## src/rtl/mem_rr_arbiter.sv

```systemverilog
// -----------------------------------------------------------------------------
// mem_rr_arbiter
//
// Round-robin arbiter that shares one single-port SRAM (valid/ready handshake,
// one-cycle access) among NUM_REQ requesters. One requester is granted at a
// time. The arbiter drives a one-cycle memory request, waits for the memory's
// ready, then returns read data or a write acknowledge to that requester.
// This block is the only driver of the memory request port.
//
// Optional feature macro: ARB_TIMEOUT_EN
//   When defined, the response wait is bounded to TIMEOUT_CYC cycles. On
//   expiry the transaction completes with rsp_err_o=1 and rsp_rdata_o=0.
//   When undefined, the arbiter waits for ready indefinitely and rsp_err_o
//   is tied to 0.
//
// Parameters
//   NUM_REQ      number of requesters (2..8)
//   DEPTH        memory depth
//   WIDTH        data width
//   ADDR_WIDTH   address width
//   TIMEOUT_CYC  response wait limit (used only with ARB_TIMEOUT_EN)
//
// Ports
//   clk_i         clock, rising edge
//   clr_i         asynchronous active-high reset
//   req_valid_i   per-requester request valid
//   req_wr_i      per-requester direction (1=write, 0=read)
//   req_addr_i    packed addresses, requester k at [k*ADDR_WIDTH +: ADDR_WIDTH]
//   req_wdata_i   packed write data, requester k at [k*WIDTH +: WIDTH]
//   req_ready_o   one-hot one-cycle pulse: request accepted
//   rsp_valid_o   one-hot one-cycle pulse: transaction complete
//   rsp_rdata_o   read data, valid with rsp_valid_o on reads
//   rsp_err_o     timeout error, valid with rsp_valid_o
//   m_valid_o     memory request valid
//   m_wr_rd_en_o  memory direction
//   m_addr_o      memory address
//   m_wdata_o     memory write data
//   m_rdata_i     memory read data
//   m_ready_i     memory ready
// -----------------------------------------------------------------------------
module mem_rr_arbiter #(
  parameter int NUM_REQ     = 2,
  parameter int DEPTH       = 16,
  parameter int WIDTH       = 8,
  parameter int ADDR_WIDTH  = $clog2(DEPTH),
  parameter int TIMEOUT_CYC = 8
) (
  input  logic                          clk_i,
  input  logic                          clr_i,
  input  logic [NUM_REQ-1:0]            req_valid_i,
  input  logic [NUM_REQ-1:0]            req_wr_i,
  input  logic [NUM_REQ*ADDR_WIDTH-1:0] req_addr_i,
  input  logic [NUM_REQ*WIDTH-1:0]      req_wdata_i,
  output logic [NUM_REQ-1:0]            req_ready_o,
  output logic [NUM_REQ-1:0]            rsp_valid_o,
  output logic [WIDTH-1:0]              rsp_rdata_o,
  output logic                          rsp_err_o,
  output logic                          m_valid_o,
  output logic                          m_wr_rd_en_o,
  output logic [ADDR_WIDTH-1:0]         m_addr_o,
  output logic [WIDTH-1:0]              m_wdata_o,
  input  logic [WIDTH-1:0]              m_rdata_i,
  input  logic                          m_ready_i
);

  localparam int IDX_W = (NUM_REQ > 1) ? $clog2(NUM_REQ) : 1;

  // Reject parameter sets the arbiter is not built for.
  if (NUM_REQ < 2 || NUM_REQ > 8 || TIMEOUT_CYC < 1 || ADDR_WIDTH < 1 ||
      DEPTH > (1 << ADDR_WIDTH)) begin : g_bad_cfg
    $error("mem_rr_arbiter: unsupported parameter set");
  end

  typedef enum logic [1:0] {
    ST_IDLE  = 2'd0,
    ST_ISSUE = 2'd1,
    ST_RESP  = 2'd2
  } state_t;

  // ---------------------------------------------------------------------------
  // State
  // ---------------------------------------------------------------------------
  state_t                 state_reg,     state_next;
  logic [IDX_W-1:0]       ptr_reg,       ptr_next;     // last completed grant
  logic [IDX_W-1:0]       gnt_reg,       gnt_next;     // requester in flight
  logic [NUM_REQ-1:0]     req_ready_reg, req_ready_next;
  logic [NUM_REQ-1:0]     rsp_valid_reg, rsp_valid_next;
  logic [WIDTH-1:0]       rsp_rdata_reg, rsp_rdata_next;
  logic                   m_valid_reg,   m_valid_next;
  logic                   m_wr_reg,      m_wr_next;
  logic [ADDR_WIDTH-1:0]  m_addr_reg,    m_addr_next;
  logic [WIDTH-1:0]       m_wdata_reg,   m_wdata_next;

`ifdef ARB_TIMEOUT_EN
  localparam int CNT_W = (TIMEOUT_CYC > 1) ? $clog2(TIMEOUT_CYC) : 1;
  logic [CNT_W-1:0]       cnt_reg,       cnt_next;
  logic                   rsp_err_reg,   rsp_err_next;
`endif

  // ---------------------------------------------------------------------------
  // Unpack per-requester request fields
  // ---------------------------------------------------------------------------
  logic [ADDR_WIDTH-1:0] addr_arr  [NUM_REQ];
  logic [WIDTH-1:0]      wdata_arr [NUM_REQ];

  for (genvar gi = 0; gi < NUM_REQ; gi++) begin : g_unpack
    assign addr_arr[gi]  = req_addr_i[gi*ADDR_WIDTH +: ADDR_WIDTH];
    assign wdata_arr[gi] = req_wdata_i[gi*WIDTH +: WIDTH];
  end

  // ---------------------------------------------------------------------------
  // Round-robin scan: slot gi looks at requester (ptr + 1 + gi) mod NUM_REQ,
  // so slot 0 is the highest-priority candidate for this pass.
  // ---------------------------------------------------------------------------
  logic [IDX_W-1:0]   cand [NUM_REQ];
  logic [NUM_REQ-1:0] hit;

  for (genvar gi = 0; gi < NUM_REQ; gi++) begin : g_scan
    logic [IDX_W:0] sum;
    assign sum      = {1'b0, ptr_reg} + (IDX_W+1)'(gi + 1);
    // sum never reaches 2*NUM_REQ, so a single conditional subtract wraps it.
    assign cand[gi] = (sum >= (IDX_W+1)'(NUM_REQ)) ?
                      IDX_W'(sum - (IDX_W+1)'(NUM_REQ)) : sum[IDX_W-1:0];
    assign hit[gi]  = req_valid_i[cand[gi]];
  end

  logic             pick_any;
  logic [IDX_W-1:0] pick_idx;

  // Lowest set slot wins; walking downwards lets the lowest overwrite last.
  always_comb begin
    pick_any = 1'b0;
    pick_idx = '0;
    for (int i = NUM_REQ - 1; i >= 0; i--) begin
      if (hit[i]) begin
        pick_any = 1'b1;
        pick_idx = cand[i];
      end
    end
  end

  // ---------------------------------------------------------------------------
  // State register
  // ---------------------------------------------------------------------------
  always_ff @(posedge clk_i or posedge clr_i) begin
    if (clr_i) begin
      state_reg     <= ST_IDLE;
      ptr_reg       <= IDX_W'(NUM_REQ - 1);  // requester 0 goes first
      gnt_reg       <= '0;
      req_ready_reg <= '0;
      rsp_valid_reg <= '0;
      rsp_rdata_reg <= '0;
      m_valid_reg   <= 1'b0;
      m_wr_reg      <= 1'b0;
      m_addr_reg    <= '0;
      m_wdata_reg   <= '0;
    end else begin
      state_reg     <= state_next;
      ptr_reg       <= ptr_next;
      gnt_reg       <= gnt_next;
      req_ready_reg <= req_ready_next;
      rsp_valid_reg <= rsp_valid_next;
      rsp_rdata_reg <= rsp_rdata_next;
      m_valid_reg   <= m_valid_next;
      m_wr_reg      <= m_wr_next;
      m_addr_reg    <= m_addr_next;
      m_wdata_reg   <= m_wdata_next;
    end
  end

`ifdef ARB_TIMEOUT_EN
  always_ff @(posedge clk_i or posedge clr_i) begin
    if (clr_i) begin
      cnt_reg     <= '0;
      rsp_err_reg <= 1'b0;
    end else begin
      cnt_reg     <= cnt_next;
      rsp_err_reg <= rsp_err_next;
    end
  end
`endif

  // ---------------------------------------------------------------------------
  // Next-state and output logic
  // ---------------------------------------------------------------------------
  always_comb begin
    state_next     = state_reg;
    ptr_next       = ptr_reg;
    gnt_next       = gnt_reg;
    req_ready_next = '0;
    rsp_valid_next = '0;
    rsp_rdata_next = rsp_rdata_reg;
    m_valid_next   = 1'b0;
    m_wr_next      = m_wr_reg;
    m_addr_next    = m_addr_reg;
    m_wdata_next   = m_wdata_reg;
`ifdef ARB_TIMEOUT_EN
    cnt_next       = cnt_reg;
    rsp_err_next   = rsp_err_reg;
`endif

    case (state_reg)
      ST_IDLE: begin
        if (pick_any) begin
          gnt_next                 = pick_idx;
          m_wr_next                = req_wr_i[pick_idx];
          m_addr_next              = addr_arr[pick_idx];
          m_wdata_next             = wdata_arr[pick_idx];
          req_ready_next[pick_idx] = 1'b1;
          m_valid_next             = 1'b1;
          state_next               = ST_ISSUE;
        end
      end

      ST_ISSUE: begin
        // m_valid drops by default: the memory sees exactly one request cycle.
        state_next = ST_RESP;
`ifdef ARB_TIMEOUT_EN
        cnt_next   = '0;
`endif
      end

      ST_RESP: begin
        if (m_ready_i) begin
          rsp_valid_next[gnt_reg] = 1'b1;
          if (!m_wr_reg) begin
            rsp_rdata_next = m_rdata_i;
          end
          ptr_next   = gnt_reg;
          state_next = ST_IDLE;
`ifdef ARB_TIMEOUT_EN
          rsp_err_next = 1'b0;
        end else if (cnt_reg == CNT_W'(TIMEOUT_CYC - 1)) begin
          // Last allowed wait cycle passed without ready: fail the access.
          rsp_valid_next[gnt_reg] = 1'b1;
          rsp_rdata_next          = '0;
          rsp_err_next            = 1'b1;
          ptr_next                = gnt_reg;
          state_next              = ST_IDLE;
        end else begin
          cnt_next = cnt_reg + 1'b1;
`endif
        end
      end

      default: begin
        state_next = ST_IDLE;
      end
    endcase
  end

  // ---------------------------------------------------------------------------
  // Outputs
  // ---------------------------------------------------------------------------
  assign req_ready_o  = req_ready_reg;
  assign rsp_valid_o  = rsp_valid_reg;
  assign rsp_rdata_o  = rsp_rdata_reg;
  assign m_valid_o    = m_valid_reg;
  assign m_wr_rd_en_o = m_wr_reg;
  assign m_addr_o     = m_addr_reg;
  assign m_wdata_o    = m_wdata_reg;
`ifdef ARB_TIMEOUT_EN
  assign rsp_err_o    = rsp_err_reg;
`else
  assign rsp_err_o    = 1'b0;
`endif

endmodule

```

## config.mk

```make
export PLATFORM = sky130hd
export DESIGN_NAME = mem_rr_arbiter
export DESIGN_NICKNAME = d
export VERILOG_FILES = /design/src/rtl/mem_rr_arbiter.sv
export SDC_FILE = /design/constraint.sdc
export NUM_CORES = 1
export LEC_CHECK = 0
export ABC_AREA = 1
export CAP_MARGIN = 20
export CORE_MARGIN = 2
export CORE_UTILIZATION = 33
export DETAILED_ROUTE_END_ITERATION = 7
export PLACE_DENSITY = 0.67
export SLEW_MARGIN = 25
export SYNTH_ARGS = -nofsm -noshare
export SYNTH_HDL_FRONTEND = slang
export SYNTH_SLANG_ARGS = --single-unit
```

## constraint.sdc

```tcl
create_clock -name clk_i -period 2.65 [get_ports clk_i]
set_clock_uncertainty 0.2 [all_clocks]
set_input_delay 0.53 -clock clk_i [delete_from_list [all_inputs] [get_ports clk_i]]
set_output_delay 0.53 -clock clk_i [all_outputs]
set_load 0.05 [all_outputs]
```

# ---- Word level (Yosys, flattened, before mapping)
# Index checks and enable logic that the tools add are counted.
dict set report word_totals {
  reg_bits 30
  in_bits 39
  elab_cells 67
}
dict set report classes {
  add_sub_neg 4
  order_cmp 9
  n_eq_ne 4
  muxes 31
  bitwise 2
  reduce_logical 7
}
# operator count
set ops {}
lappend ops {{8-bit 2-to-1 mux} 3}
lappend ops {{1-bit 2-to-1 mux} 16}
lappend ops {{2-bit 2-to-1 mux} 6}
lappend ops {{4-bit 2-to-1 mux} 3}
lappend ops {{1-bit by 2-bit less-than comparator with 1-bit output, second input constant} 4}
lappend ops {{2-bit greater-or-equal comparator, second input constant} 3}
lappend ops {{2-bit case mux with 3 select lines} 1}
lappend ops {{2-bit AND reduction} 3}
lappend ops {{2-bit inequality test, second input constant} 2}
lappend ops {{3-bit AND reduction} 1}
lappend ops {{1-bit by 1-bit adder with 2-bit output, second input constant} 1}
lappend ops {{1-bit by 2-bit adder with 2-bit output, second input constant} 1}
lappend ops {{1-bit demux with 1-bit select} 2}
lappend ops {{2-bit by 1-bit equality test with 1-bit output, second input constant} 1}
lappend ops {{2-bit equality test, second input constant} 1}
lappend ops {{1-bit greater-or-equal comparator, second input constant} 2}
lappend ops {{1-bit logical AND} 2}
lappend ops {{2-bit logical NOT} 1}
lappend ops {{1-bit inverter with 2-bit output} 1}
lappend ops {{1-bit subtractor, second input constant} 2}
lappend ops {{1-bit inverter} 1}

# ---- Depth between registers and ports, before layout
dict set report logic_depth {
  word_depth 13
  depth_mapped 6
}

# ---- Worst setup path before layout
# No wires, ideal clock.
dict set report synth_timing {
  path_type {register to register}
  start {register m_wr_reg (netlist: m_wr_rd_en_o)}
  end {register rsp_rdata_reg[0] (netlist: rsp_rdata_o[0])}
  setup_time_ns 0.065
  arrival_time_ns 1.294
  required_ns 2.385
  setup_slack_ns 1.090
  stages_incl_launch_ff 5
  path_buffers 0
  path_cell_list {dfrtp_1 > clkinv_1 > nand2_1 > nand2_1 > nand2_1}
}
dict set report synth_via {
  elab_chain_cells 2
}
# element line_no
set synth_rtl {}
lappend synth_rtl {{start, declared} 90} ;# logic m_wr_reg, m_wr_next;
lappend synth_rtl {{start signal, assigned} 165} ;# m_wr_reg <= m_wr_next;
lappend synth_rtl {{1-bit inverter (no source line)} n/a}
lappend synth_rtl {{3-bit AND reduction (no source line)} n/a}
lappend synth_rtl {{end signal, assigned} 163} ;# rsp_rdata_reg <= rsp_rdata_next;
lappend synth_rtl {{end, declared} 88} ;# logic [WIDTH-1:0] rsp_rdata_reg, rsp_rdata_next;
# No other way between the ends.
# A chain may end at the register's enable or synchronous reset.

# ---- Worst setup path in the final report
dict set report layout_timing {
  start {register m_wr_reg (netlist: m_wr_rd_en_o)}
  end {output m_wr_rd_en_o}
}
# element line_no
set layout_lines {}
lappend layout_lines {{end, declared} 59} ;# output logic m_wr_rd_en_o,
# No word-level cell between the ends.

==> impl_metrics.env <==
export IMPL_status="completed"
export IMPL_cp_required_ns=1.92
export IMPL_cts_hold_buffers=0
export IMPL_cellLeakagePower_nw=1.13
export IMPL_placed_area_um2=2110
export IMPL_cts_clk_slew_worst_paths_ns=0.06
export IMPL_worst_setup_path_end_kind="output pin"
export IMPL_timing_final_hold_violations=0
export IMPL_final_area_um2=2190
export IMPL_synth_cell_types=17
export IMPL_dp_cells=292
export IMPL_ys_top_cells_by_area="dfrtp_1 51%, nand2_1 16%, nand3_1 12%"
export IMPL_synth_area_per_cell_um2=7.81
export IMPL_post_cts_buffers=0
export IMPL_rrSetupSlack_ns=1.22
export IMPL_nets=288
export IMPL_power_mw=2.68
export IMPL_diodes=0
export IMPL_fin_crit_sh=0.841
export IMPL_cts_buffers=5
export IMPL_place_ws_ns=0.622
export IMPL_worst_hold_slack_ns=0.271
export IMPL_yosysSeqAreaShare=0.532
export IMPL_tightest_slew_ns=0.523
export IMPL_yosysTopAreaCell="dfrtp_1"
export IMPL_grt_max_degree=31
export IMPL_start_util=0.348
export IMPL_cp_endpoint="m_wr_rd_en_o"
export IMPL_cts_resized=0
export IMPL_syn_cell_area_um2=1410
export IMPL_cpPeakStageDelay_ns=0.84
export IMPL_cts_root_buf="clkbuf_8"
export IMPL_fp_dieArea_um2=4820
export IMPL_cts_sinks=30
export IMPL_route_met3_wl_um=247
export IMPL_gp_congestion=0.720
export IMPL_ioPinCount=66
export IMPL_core_area_um2=4060
export IMPL_first_iter_violations=72
export IMPL_fin_ws_ns=0.422
export IMPL_timing_fmax_mhz=449
export IMPL_grt_pass1_vias=1322
export IMPL_startpoint="m_wr_rd_en_o$_DFFE_PP0P_"
export IMPL_die_w_um=69.5
export IMPL_ir_drop_mv=0.440
export IMPL_r2r_start="ptr_reg$_DFFE_PP1P_"
export IMPL_cp_num_buf_inv=1
export IMPL_synth_seq_cells=30
export IMPL_dpl_hpwl_um=2390
export IMPL_hp_class="flop to flop"
export IMPL_track_usage=0.152
export IMPL_antenna_found_initial=0
export IMPL_rows=23
export IMPL_yosys_warnings=0
export IMPL_rsz0062_at_grt="no"
export IMPL_fin_crit_ns=2.23
export IMPL_crit_family="buffers and inverters"
export IMPL_reg2reg_depth=5
export IMPL_antenna_left=0
export IMPL_clk_latency_ns=0.27
export IMPL_slowest_stage="clkdlybuf4s50_1"
export IMPL_synthesis_nets=220
export IMPL_die_h_um=69.5
export IMPL_area_growth_pct=55.0
export IMPL_clockBufferDepth=2
export IMPL_worst_path_stages=1
export IMPL_finalSetupViolations=0
export IMPL_synth_cells=181
export IMPL_finalSetupTns_ns=0
export IMPL_dr_pass1_iters=4
export IMPL_num_vias=1348
export IMPL_fin_util=0.540
export IMPL_wl_per_cell_um=10.8
export IMPL_arrival_ns=1.50
export IMPL_cp_start_kind="flop"
export IMPL_synth_top_area_frac=0.513
export IMPL_cts_tree="built"
export IMPL_cp_cell_sequence="clkdlybuf4s50_1"
export IMPL_grt_overflow=0
export IMPL_powerDensity_nw_per_um2=1220
export IMPL_drt_vias_per_instance=4.49
export IMPL_path_class="flop to output pin"
export IMPL_rr_endpoint="m_wr_rd_en_o$_DFFE_PP0P_"
export IMPL_routed_wl_um=3240
export IMPL_grt_pass1_wl_um=5900
export IMPL_wl_met2_um=1520
export IMPL_drv_slew=0
export IMPL_drive_above_1_share=0.0720
export IMPL_portBuffers=64
export IMPL_hold_path_startpoint="rsp_rdata_o[4]$_DFFE_PP0P_"
export IMPL_slew_headroom=0.650
export IMPL_cts_htree_levels=2
export IMPL_drc=0
export IMPL_top_layer_used="met4"
export IMPL_wl_met1_um=1450
export IMPL_path_max_fanout=3
export IMPL_layout_cells_non_filler=300
export IMPL_cap_violations=0
[tightest hold or removal path, delay by kind of cell, from the launching register on]
kind,cells,cell delay [ns]
simple gates,2,0.09
flops,1,0.34
[area by class of cell]
cell class	instances	area, µm²
Clock buffer	6	72.6
Sequential cell	30	752
Tap cell	50	62.6
Inverter	32	120
Clock inverter	2	10.0
Timing Repair Buffer	69	691
Multi-Input combinational cell	111	483
Fill cell	405	1870
[placed cells by master (no fill, tap or decap)]
master           count
clkdlybuf4s50_1     64
nand2_1             61
nand3_1             34
inv_1               31
dfrtp_1             29
nor2_1               7
clkbuf_8             5
buf_4                4
nor2_2               2
a21oi_1              2
clkinv_2             2
clkinv_1             1
nor2_4               1
nand2_2              1
o21ai_2              1
o21ai_0              1
conb_1               1
clkbuf_1             1
buf_12               1
dfstp_2              1
[how the worst min path moves through the flow]
stage,to,cells past startpoint
5_1_grt,m_wdata_o[0]$_DFFE_PP0P_,2
4_1_cts,rsp_rdata_o[4]$_DFFE_PP0P_,2
2_1_floorplan,rsp_valid_o[0]$_DFF_PP0_,1
6_report,rsp_rdata_o[4]$_DFFE_PP0P_,2
3_5_place_dp,rsp_rdata_o[4]$_DFFE_PP0P_,2
3_3_place_gp,rsp_rdata_o[5]$_DFFE_PP0P_,2
[cells by family (layout without fill, tap and decap cells)]
logic type | after synthesis | in the layout | share of synthesized area
buf+inv | 40 | 109 | 0.127
other cells | 1 | 1 | 0.00265
compound gates | 4 | 4 | 0.0168
simple gates | 106 | 106 | 0.322
flops | 30 | 30 | 0.532
[layer usage]
layer  up-vias  track usage
met5         -            0
met4         0       0.0458
met3         4       0.0523
met2        43        0.249
met1       620        0.191
li1        681            -
[where the power goes]
| group | leakage [nW] | switching (mW) | internal [mW] |
|---|---|---|---|
| Clock | 0.0450 | 0.161 | 0.181 |
| Combinational | 0.713 | 1.03 | 0.506 |
| Sequential | 0.373 | 0.123 | 0.675 |
[cell usage after synthesis, drive strengths merged]
cell type  number
clkinv          1
buf             8
dfrtp          29
nand3          34
a21oi           2
nor2           10
nand2          62
conb            1
o21ai           2
inv            31
dfstp           1
Note: power is estimated with default switching activity, not from simulation.
